**config.mk**
```make
export PLATFORM = sky130hd
export DESIGN_NAME = attack_wave_sched
export DESIGN_NICKNAME = d
export VERILOG_FILES = /design/src/rtl/attack_wave_sched_pkg.sv /design/src/rtl/frame_divider.sv /design/src/rtl/attack_wave_sched.sv
export SDC_FILE = /design/constraint.sdc
export NUM_CORES = 1
export LEC_CHECK = 0
export CAP_MARGIN = 20
export CORE_MARGIN = 3
export CORE_UTILIZATION = 40
export CTS_CLUSTER_DIAMETER = 80
export DETAILED_ROUTE_END_ITERATION = 6
export HOLD_SLACK_MARGIN = 0.15
export PLACE_DENSITY_LB_ADDON = 0.1
export SYNTH_ARGS = -nofsm -noshare
export SYNTH_HDL_FRONTEND = slang
export SYNTH_SLANG_ARGS = --single-unit
```
**constraint.sdc**
```tcl
create_clock -name clk_65M -period 2.3 [get_ports clk_65M]
set_clock_uncertainty 0.2 [all_clocks]
set_input_delay 0.345 -clock clk_65M [delete_from_list [all_inputs] [get_ports clk_65M]]
set_output_delay 0.345 -clock clk_65M [all_outputs]
set_load 0.005 [all_outputs]
```
**src/rtl/attack_wave_sched_pkg.sv**
```systemverilog
// Shared definitions for the dodge-game flow controller:
// game states, raster timing constants and default scheduling parameters.
package attack_wave_sched_pkg;

    typedef enum logic [1:0] {
        IDLE,
        ARM,
        PLAY,
        OVER
    } game_state_t;

    // 1024x768 @ 65 MHz raster timing
    localparam int HSP = 136;
    localparam int HBP = 160;
    localparam int HFP = 24;
    localparam int VSP = 6;
    localparam int VBP = 29;
    localparam int VFP = 3;

    localparam int DEF_N_ATK        = 6;
    localparam int DEF_SPAWN_FRAMES = 60;
    localparam int DEF_LEVEL_FRAMES = 600;
    localparam int DEF_MAX_LEVEL    = 7;

endpackage

```
**src/rtl/frame_divider.sv**
```systemverilog
// Frame counter with enable and synchronous clear.
// wrap pulses on the enabled cycle where the count returns to zero.
module frame_divider #(
    parameter int W     = 10,
    parameter int LIMIT = 60
) (
    input  logic clk_65M,
    input  logic clear,
    input  logic clr,
    input  logic en,
    output logic wrap
);

    localparam logic [W-1:0] LAST = W'(LIMIT - 1);

    logic [W-1:0] count;

    assign wrap = en && (count == LAST);

    always_ff @(posedge clk_65M or posedge clear) begin
        if (clear) begin
            count <= '0;
        end else if (clr || wrap) begin
            count <= '0;
        end else if (en) begin
            count <= count + 1'b1;
        end
    end

endmodule

```
**src/rtl/attack_wave_sched.sv**
```systemverilog
// Game-flow controller: IDLE/ARM/PLAY/OVER sequencing, attacker release
// schedule, game-over aggregation, level and survival score for the HUD.
module attack_wave_sched
    import attack_wave_sched_pkg::*;
#(
    parameter int N_ATK        = DEF_N_ATK,
    parameter int SPAWN_FRAMES = DEF_SPAWN_FRAMES,
    parameter int LEVEL_FRAMES = DEF_LEVEL_FRAMES,
    parameter int MAX_LEVEL    = DEF_MAX_LEVEL,
    parameter int FCNT_W       = 10
) (
    input  logic             clk_65M,
    input  logic             clear,
    input  logic             start_btn,
    input  logic [16:0]      H_count,
    input  logic [16:0]      V_count,
    input  logic [N_ATK-1:0] atk_over,
    output logic             game_stop,
    output logic             game_on,
    output logic [N_ATK-1:0] atk_enable,
    output logic [2:0]       level,
    output logic [15:0]      score,
    output logic             frame_tick
);

    localparam logic [2:0] LVL_MAX = 3'(MAX_LEVEL);

    game_state_t      state_q, state_n;
    logic             start_q, start_ok;
    logic             ft, st, hit, adv, arm_entry;
    logic             spawn_wrap, level_wrap;
    logic [N_ATK-1:0] atk_enable_n;
    logic [2:0]       level_n;
    logic [15:0]      score_n;

    assign ft  = (H_count == '0) && (V_count == '0);
    // start_ok masks the first cycle after clear so a held button is no edge
    assign st  = start_btn & ~start_q & start_ok;
    assign hit = |(atk_over & atk_enable);

    always_comb begin
        state_n   = state_q;
        arm_entry = 1'b0;
        adv       = 1'b0;
        unique case (state_q)
            IDLE: if (st) begin
                state_n   = ARM;
                arm_entry = 1'b1;
            end
            ARM: if (ft) state_n = PLAY;
            PLAY: begin
                if (hit) state_n = OVER;
                else if (ft) adv = 1'b1;
            end
            OVER: if (st) begin
                state_n   = ARM;
                arm_entry = 1'b1;
            end
            default: state_n = IDLE;
        endcase
    end

    always_comb begin
        atk_enable_n = atk_enable;
        level_n      = level;
        score_n      = score;
        if (arm_entry) begin
            atk_enable_n = '0;
            level_n      = '0;
            score_n      = '0;
        end else if (state_q == ARM && ft) begin
            atk_enable_n = N_ATK'(1);
        end else if (adv) begin
            if (score != 16'hFFFF) score_n = score + 16'd1;
            if (spawn_wrap) atk_enable_n = (atk_enable << 1) | N_ATK'(1);
            if (level_wrap && level != LVL_MAX) level_n = level + 3'd1;
        end
    end

    frame_divider #(.W(FCNT_W), .LIMIT(SPAWN_FRAMES)) u_spawn (
        .clk_65M (clk_65M),
        .clear   (clear),
        .clr     (arm_entry),
        .en      (adv),
        .wrap    (spawn_wrap)
    );

    frame_divider #(.W(FCNT_W), .LIMIT(LEVEL_FRAMES)) u_level (
        .clk_65M (clk_65M),
        .clear   (clear),
        .clr     (arm_entry),
        .en      (adv),
        .wrap    (level_wrap)
    );

    always_ff @(posedge clk_65M or posedge clear) begin
        if (clear) begin
            state_q    <= IDLE;
            start_q    <= 1'b0;
            start_ok   <= 1'b0;
            frame_tick <= 1'b0;
            game_stop  <= 1'b1;
            game_on    <= 1'b0;
            atk_enable <= '0;
            level      <= '0;
            score      <= '0;
        end else begin
            state_q    <= state_n;
            start_q    <= start_btn;
            start_ok   <= 1'b1;
            frame_tick <= ft;
            game_stop  <= (state_n == IDLE) || (state_n == ARM);
            game_on    <= (state_n == PLAY);
            atk_enable <= atk_enable_n;
            level      <= level_n;
            score      <= score_n;
        end
    end

endmodule

```
# Word-level counts from Yosys, hierarchy flattened
# Cells that the tools add are included.
[word_totals]
reg_bits = 52
inputBits = 43
out_inout_bits = 28
elab_cells = 78
[op_classes]
add_sub_neg = 4
eq_ne = 10
n_mux = 25
n_bitwise = 4
reduce_logical = 24
[op_table]
columns = ["operator", "n"]
rows = [
  ["$mux W16", 4],
  ["$mux W10", 4],
  ["$logic_not A17 Y1", 2],
  ["$mux W6", 4],
  ["$add A10 B1 Y10 const B", 2],
  ["$add A16 B1 Y16 const B", 1],
  ["$ne A16 B16 Y1 const B", 1],
  ["$mux W3", 4],
  ["$eq A10 B10 Y1 const B", 1],
  ["$eq A10 B6 Y1 const B", 1],
  ["$reduce_bool A2 Y1", 5],
  ["$and A6 B6 Y6", 1],
  ["$eq A2 B2 Y1 const B", 3],
  ["$mux W2", 3],
  ["$pmux W2 S3", 1],
  ["$reduce_and A3 Y1", 2],
  ["$reduce_bool A3 Y1", 2],
  ["$reduce_or A6 Y1", 1],
  ["$logic_and A1 B1 Y1", 5],
  ["$mux W1", 5],
  ["$eq A2 B1 Y1 const B", 2],
  ["$logic_not A2 Y1", 2],
  ["$add A3 B1 Y3 const B", 1],
  ["$logic_or A1 B1 Y1", 3],
  ["other kinds (6)", 7],
]

# Depth between registers and ports, before layout
[depth]
depth_word = 11
ltp_mapped = 10
ltp_nobuf = 7

# Cells and area by module
# A second synthesis with hierarchy kept.
[unflattened]
hier_cells = 308
area_unflattened_um2 = 2964.1
[by_module_without_submodules]
columns = ["mod", "n_inst", "cells_each", "area_each_um2", "seq_area_each_um2"]
rows = [
  ["attack_wave_sched", 1, 205, 1929.4, 802.0],
  ["frame_divider at u_spawn", 1, 52, 529.3, 250.2],
  ["frame_divider at u_level", 1, 51, 505.5, 250.2],
]

# Worst setup path before layout
# No wires, ideal clock.
[synth_timing]
kind = "register to register"
startpoint = "reg state_q[0]"
endpoint = "reg score[10]"
setup_time_ns = 0.078
arrival_ns = 2.190
required_ns = 2.022
slack_ns = -0.168
path_stages_with_launch = 10
n_path_buf = 2
period_less_slack_ns = 2.468
path_cell_list = "dfrtp_1 inv_1 ha_1 nor2b_1 nand4_1 or4_1 buf_2 buf_6 or4_1 a21oi_1"
[synth_between]
elab_chain_cells = 5
elab_cells_between_ends = 13
classes_between = "eq/ne (4); mux (3); reduce/logical (6)"
[synth_rtl]
columns = ["element", "line", "rtl"]
rows = [
  ["start: declaration", "attack_wave_sched.sv:28", "game_state_t state_q, state_n;"],
  ["start signal: assignment", "attack_wave_sched.sv:108", "state_q <= state_n;"],
  ["$eq A2 B2 Y1 / $logic_not A2 Y1 (equally long branches)", "attack_wave_sched.sv:45", "unique case (state_q)"],
  ["$reduce_or A2 Y1 (no source line)", "n/a", ""],
  ["$mux W1", "n/a", ""],
  ["$ne A2 B1 Y1 (no source line) / $reduce_bool A2 Y1 (equally long branches)", "n/a", ""],
  ["$reduce_and A3 Y1 (no source line)", "n/a", ""],
  ["end signal: assignment", "attack_wave_sched.sv:116", "score <= score_n;"],
  ["end: declaration", "attack_wave_sched.sv:22", "output logic [15:0] score,"],
]
# Parallel ways exist; a longest one is shown, timed or not.
# A chain may end at the register's enable or synchronous reset.

# Final worst setup path
[layout_timing]
startpoint = "reg state_q[0]"
endpoint = "reg score[7]"
# The elaborated chain is that of the path after synthesis.

==> run_results.csv <==
group,metric,value,unit
sta,worst_slack,-0.268,ns
floorplanning,io_pins,71,
clocking,cts_tree,"yes",
clocking,cts_max_level,2,
sta,fmax,0.389,GHz
sta,drv_slew,0,
sta,tns,-4.33,ns
grt,grt_overflow,0,
finish,antenna_cells,0,
synthesis,synth.distinct_cells,49,
finish,nNetsFinal,492,
outcome,violations,"setup timing",
finish,multi_input_area,1990,um2
synthesis,syn_inst,310,
floorplanning,start_util,0.423,
worst_setup_path,cp_slowest_cell,"or4_4",
routing,routed_wl,9340,um
synthesis,ys_seq_area_frac,0.441,
flow_run,maxCapViolations,0,
grt,antenna_found_initial,0,
sta,setup_viol,31,
routing,dr_total_vias,3140,
clocking,clockBufferDepth,2,
routing,ant_nets,0,
finish,drive_above_1_share,0.348,
sta,finalCriticalPeriod,2.57,ns
grt,grt_pass1_wl,15100,um
clocking,root_buffer,"clkbuf_8",
floorplanning,fp-row-count,30,
routing,post_drt_wl_per_cell,17.4,um
place,dp_slack,-0.646,ns
finish,sequential_cell_area,1310,um2
worst_setup_path,path_class,"flip-flop to flip-flop",
power_and_ir_drop,p_leak,2.08,nW
worst_setup_path,path_max_fanout,6,
routing,drc_errors,0,
floorplanning,die_y,91.9,um
synthesis,async_flop_share,1.00,
worst_setup_path,cp-startpoint,"state_q[0]$_DFF_PP0_",
worst_setup_path,worst_setup_path_end_kind,"flip-flop",
worst_setup_path,max_stage_delay,0.59,ns
place,portBuffers,70,
sta,rsz0062_at_grt,"true",
routing,drtPass1Iterations,4,
synthesis,syn_avg_cell_area,9.52,um2
finish,syn2layout_area_growth,64.2,%
synthesis,syn-cell-area,2950,um2
sta,hold_viol,0,
routing,drt-vias-per-instance,5.84,
power_and_ir_drop,p_per_area,357,nW/um2
worst_setup_path,start_kind,"flip-flop",
power_and_ir_drop,vdd_drop_max,304,uV
synthesis,synth_edf_count,0,
grt,grt_pass1_vias,3122,
finish,final_common_cell,"buf_4",
clocking,clk-insertion-delay-late,0.31,ns
finish,final_cell_mix,"53 x buf_4, 49 x dfrtp_1, 40 x clkdlybuf4s50_1",
synthesis,syn_nets,361,
sta,fin_crit_sh,1.12,
worst_setup_path,critPathRequiredTime,2.35,ns
place,dp_hpwl,6010,um
grt,grt_max_degree,53,
place,gp_congestion,0.796,
worst_setup_path,reg2reg_from,"state_q[0]$_DFF_PP0_",
grt,grt_util_all_layers,0.216,
synthesis,yosys_register_bits,52,
synthesis,ys.flop_type,"dfrtp_1",
worst_setup_path,critPathArrivalTime,2.62,ns
clocking,path_clk_slew,0.11,ns
outcome,status,"finished with violations",
routing,drtIter0Drc,215,
worst_setup_path,path_cells,"inv_2 -> ha_4 -> nor2b_4 -> nand4_1 -> or4_4 -> buf_16 -> or4b_4 -> a21oi_2",
floorplanning,coreArea,6980,um2
clocking,numCtsBuffers,5,
finish,fillCellCount,560,
clocking,cts_sinks,52,
hold_path,min_path_type,"primary input to async pin",
floorplanning,die_w,91.9,um
synthesis,ys_warn_count,0,
floorplanning,die-area,8450,um2
cell families (layout without fill, tap and decap cells):
family,after synthesis,count (layout),synth area share
adders and majority gates,8,8,0.0339
muxes,3,3,0.0106
buffers and inverters,26,158,0.0360
AOI/OAI and AO/OA,90,90,0.203
DFF,52,52,0.441
and+or+nand+nor,130,130,0.274
other,1,1,0.00127
worst paths after layout:
| check | to | slack [ns] | depth (start not counted) |
|---|---|---|---|
| max | score[7]$_DFFE_PP0P_ | -0.27 | 8 |
| min | u_level.count[1]$_DFFE_PP0P_ | 0.19 | 3 |
| max reg2reg | score[7]$_DFFE_PP0P_ | -0.27 | 8 |
| min reg2reg | u_spawn.count[9]$_DFFE_PP0P_ | 0.35 | 2 |
| max in group asynchronous | game_stop$_DFF_PP1_ | 1.41 | 3 |
| min in group clk_65M | u_spawn.count[9]$_DFFE_PP0P_ | 0.35 | 2 |
cells in the mapped netlist (3+ instances only):
| cell type | instances | share of area |
|---|---|---|
| nor2_1 | 14 | 0.018 |
| clkbuf_1 | 9 | 0.011 |
| a22o_1 | 9 | 0.027 |
| o31ai_1 | 11 | 0.028 |
| and3_1 | 9 | 0.019 |
| a21oi_1 | 25 | 0.042 |
| nor4_1 | 8 | 0.017 |
| nand4_1 | 8 | 0.017 |
| ha_1 | 8 | 0.034 |
| o41ai_1 | 4 | 0.012 |
| inv_1 | 13 | 0.017 |
| or3_1 | 8 | 0.017 |
| o21ai_0 | 14 | 0.024 |
| a31oi_1 | 4 | 0.0085 |
| nor4_2 | 8 | 0.034 |
| a22oi_1 | 4 | 0.010 |
| dfrtp_1 | 51 | 0.43 |
| nand3_1 | 24 | 0.041 |
| nor4b_1 | 3 | 0.0089 |
| a21o_1 | 5 | 0.013 |
| a31o_2 | 3 | 0.0089 |
| or4_1 | 15 | 0.038 |
| nand2_1 | 17 | 0.022 |
what timing repair did:
action	CTS	global route
setup endpoints to repair	43	45
hold buffers	0	0
buffers inserted	12	3
resized for setup	73	54
gates cloned	3	0
pin swaps	53	31
power by group:
part | internal [mW] | switching [mW] | total, mW
logic | 0.0772 | 0.0608 | 0.138
clock network | 0.329 | 0.331 | 0.659
registers | 0.923 | 0.0100 | 0.933
stage by stage:
step	hold WS, ns	power [mW]	instance area [um2]	cells	util
6_report	0.187	1.73	4850	538	0.694
5_1_grt	0.202	1.80	4850	538	0.694
4_1_cts	0.197	1.74	4620	538	0.662
3_5_place_dp	0.317	1.10	4210	518	0.603
3_3_place_gp	0.311	1.10	4210	518	0.603
2_1_floorplan	0.176	0.988	3020	310	-
critical path: cells and delay by family (launching register included):
family,cells,cell delay (ns)
AO/OA/AOI/OAI,1,0.15
flip-flops,1,0.45
AND/OR/NAND/NOR,4,1.34
adder cells (fa/ha/maj),1,0.13
buffers and inverters,2,0.26
flip-flops by register name (all words and copies together) (netlist names):
name           cells
start_q            1
u_level.count     10
game_on            1
level              3
state_q            2
score             16
frame_tick         1
start_ok           1
atk_enable         6
game_stop          1
u_spawn.count     10
cell type report:
class / count / share of cell area
multi-input cells: 232 / 0.411
well taps: 96 / 0.0248
flip-flops and latches: 52 / 0.269
inverters: 13 / 0.0101
clock inverters: 3 / 0.00981
repair buffers: 137 / 0.261
clock buffers: 5 / 0.0142
routing by layer:
metal | GRT usage | wire (um) | up-vias
met5 | 0 | 0 | -
met4 | 0.0594 | 95 | 0
met3 | 0.0410 | 488 | 10
met2 | 0.373 | 4820 | 95
met1 | 0.277 | 3930 | 1560
li1 | - | - | 1475
Note: power is estimated with default switching activity, not from simulation.
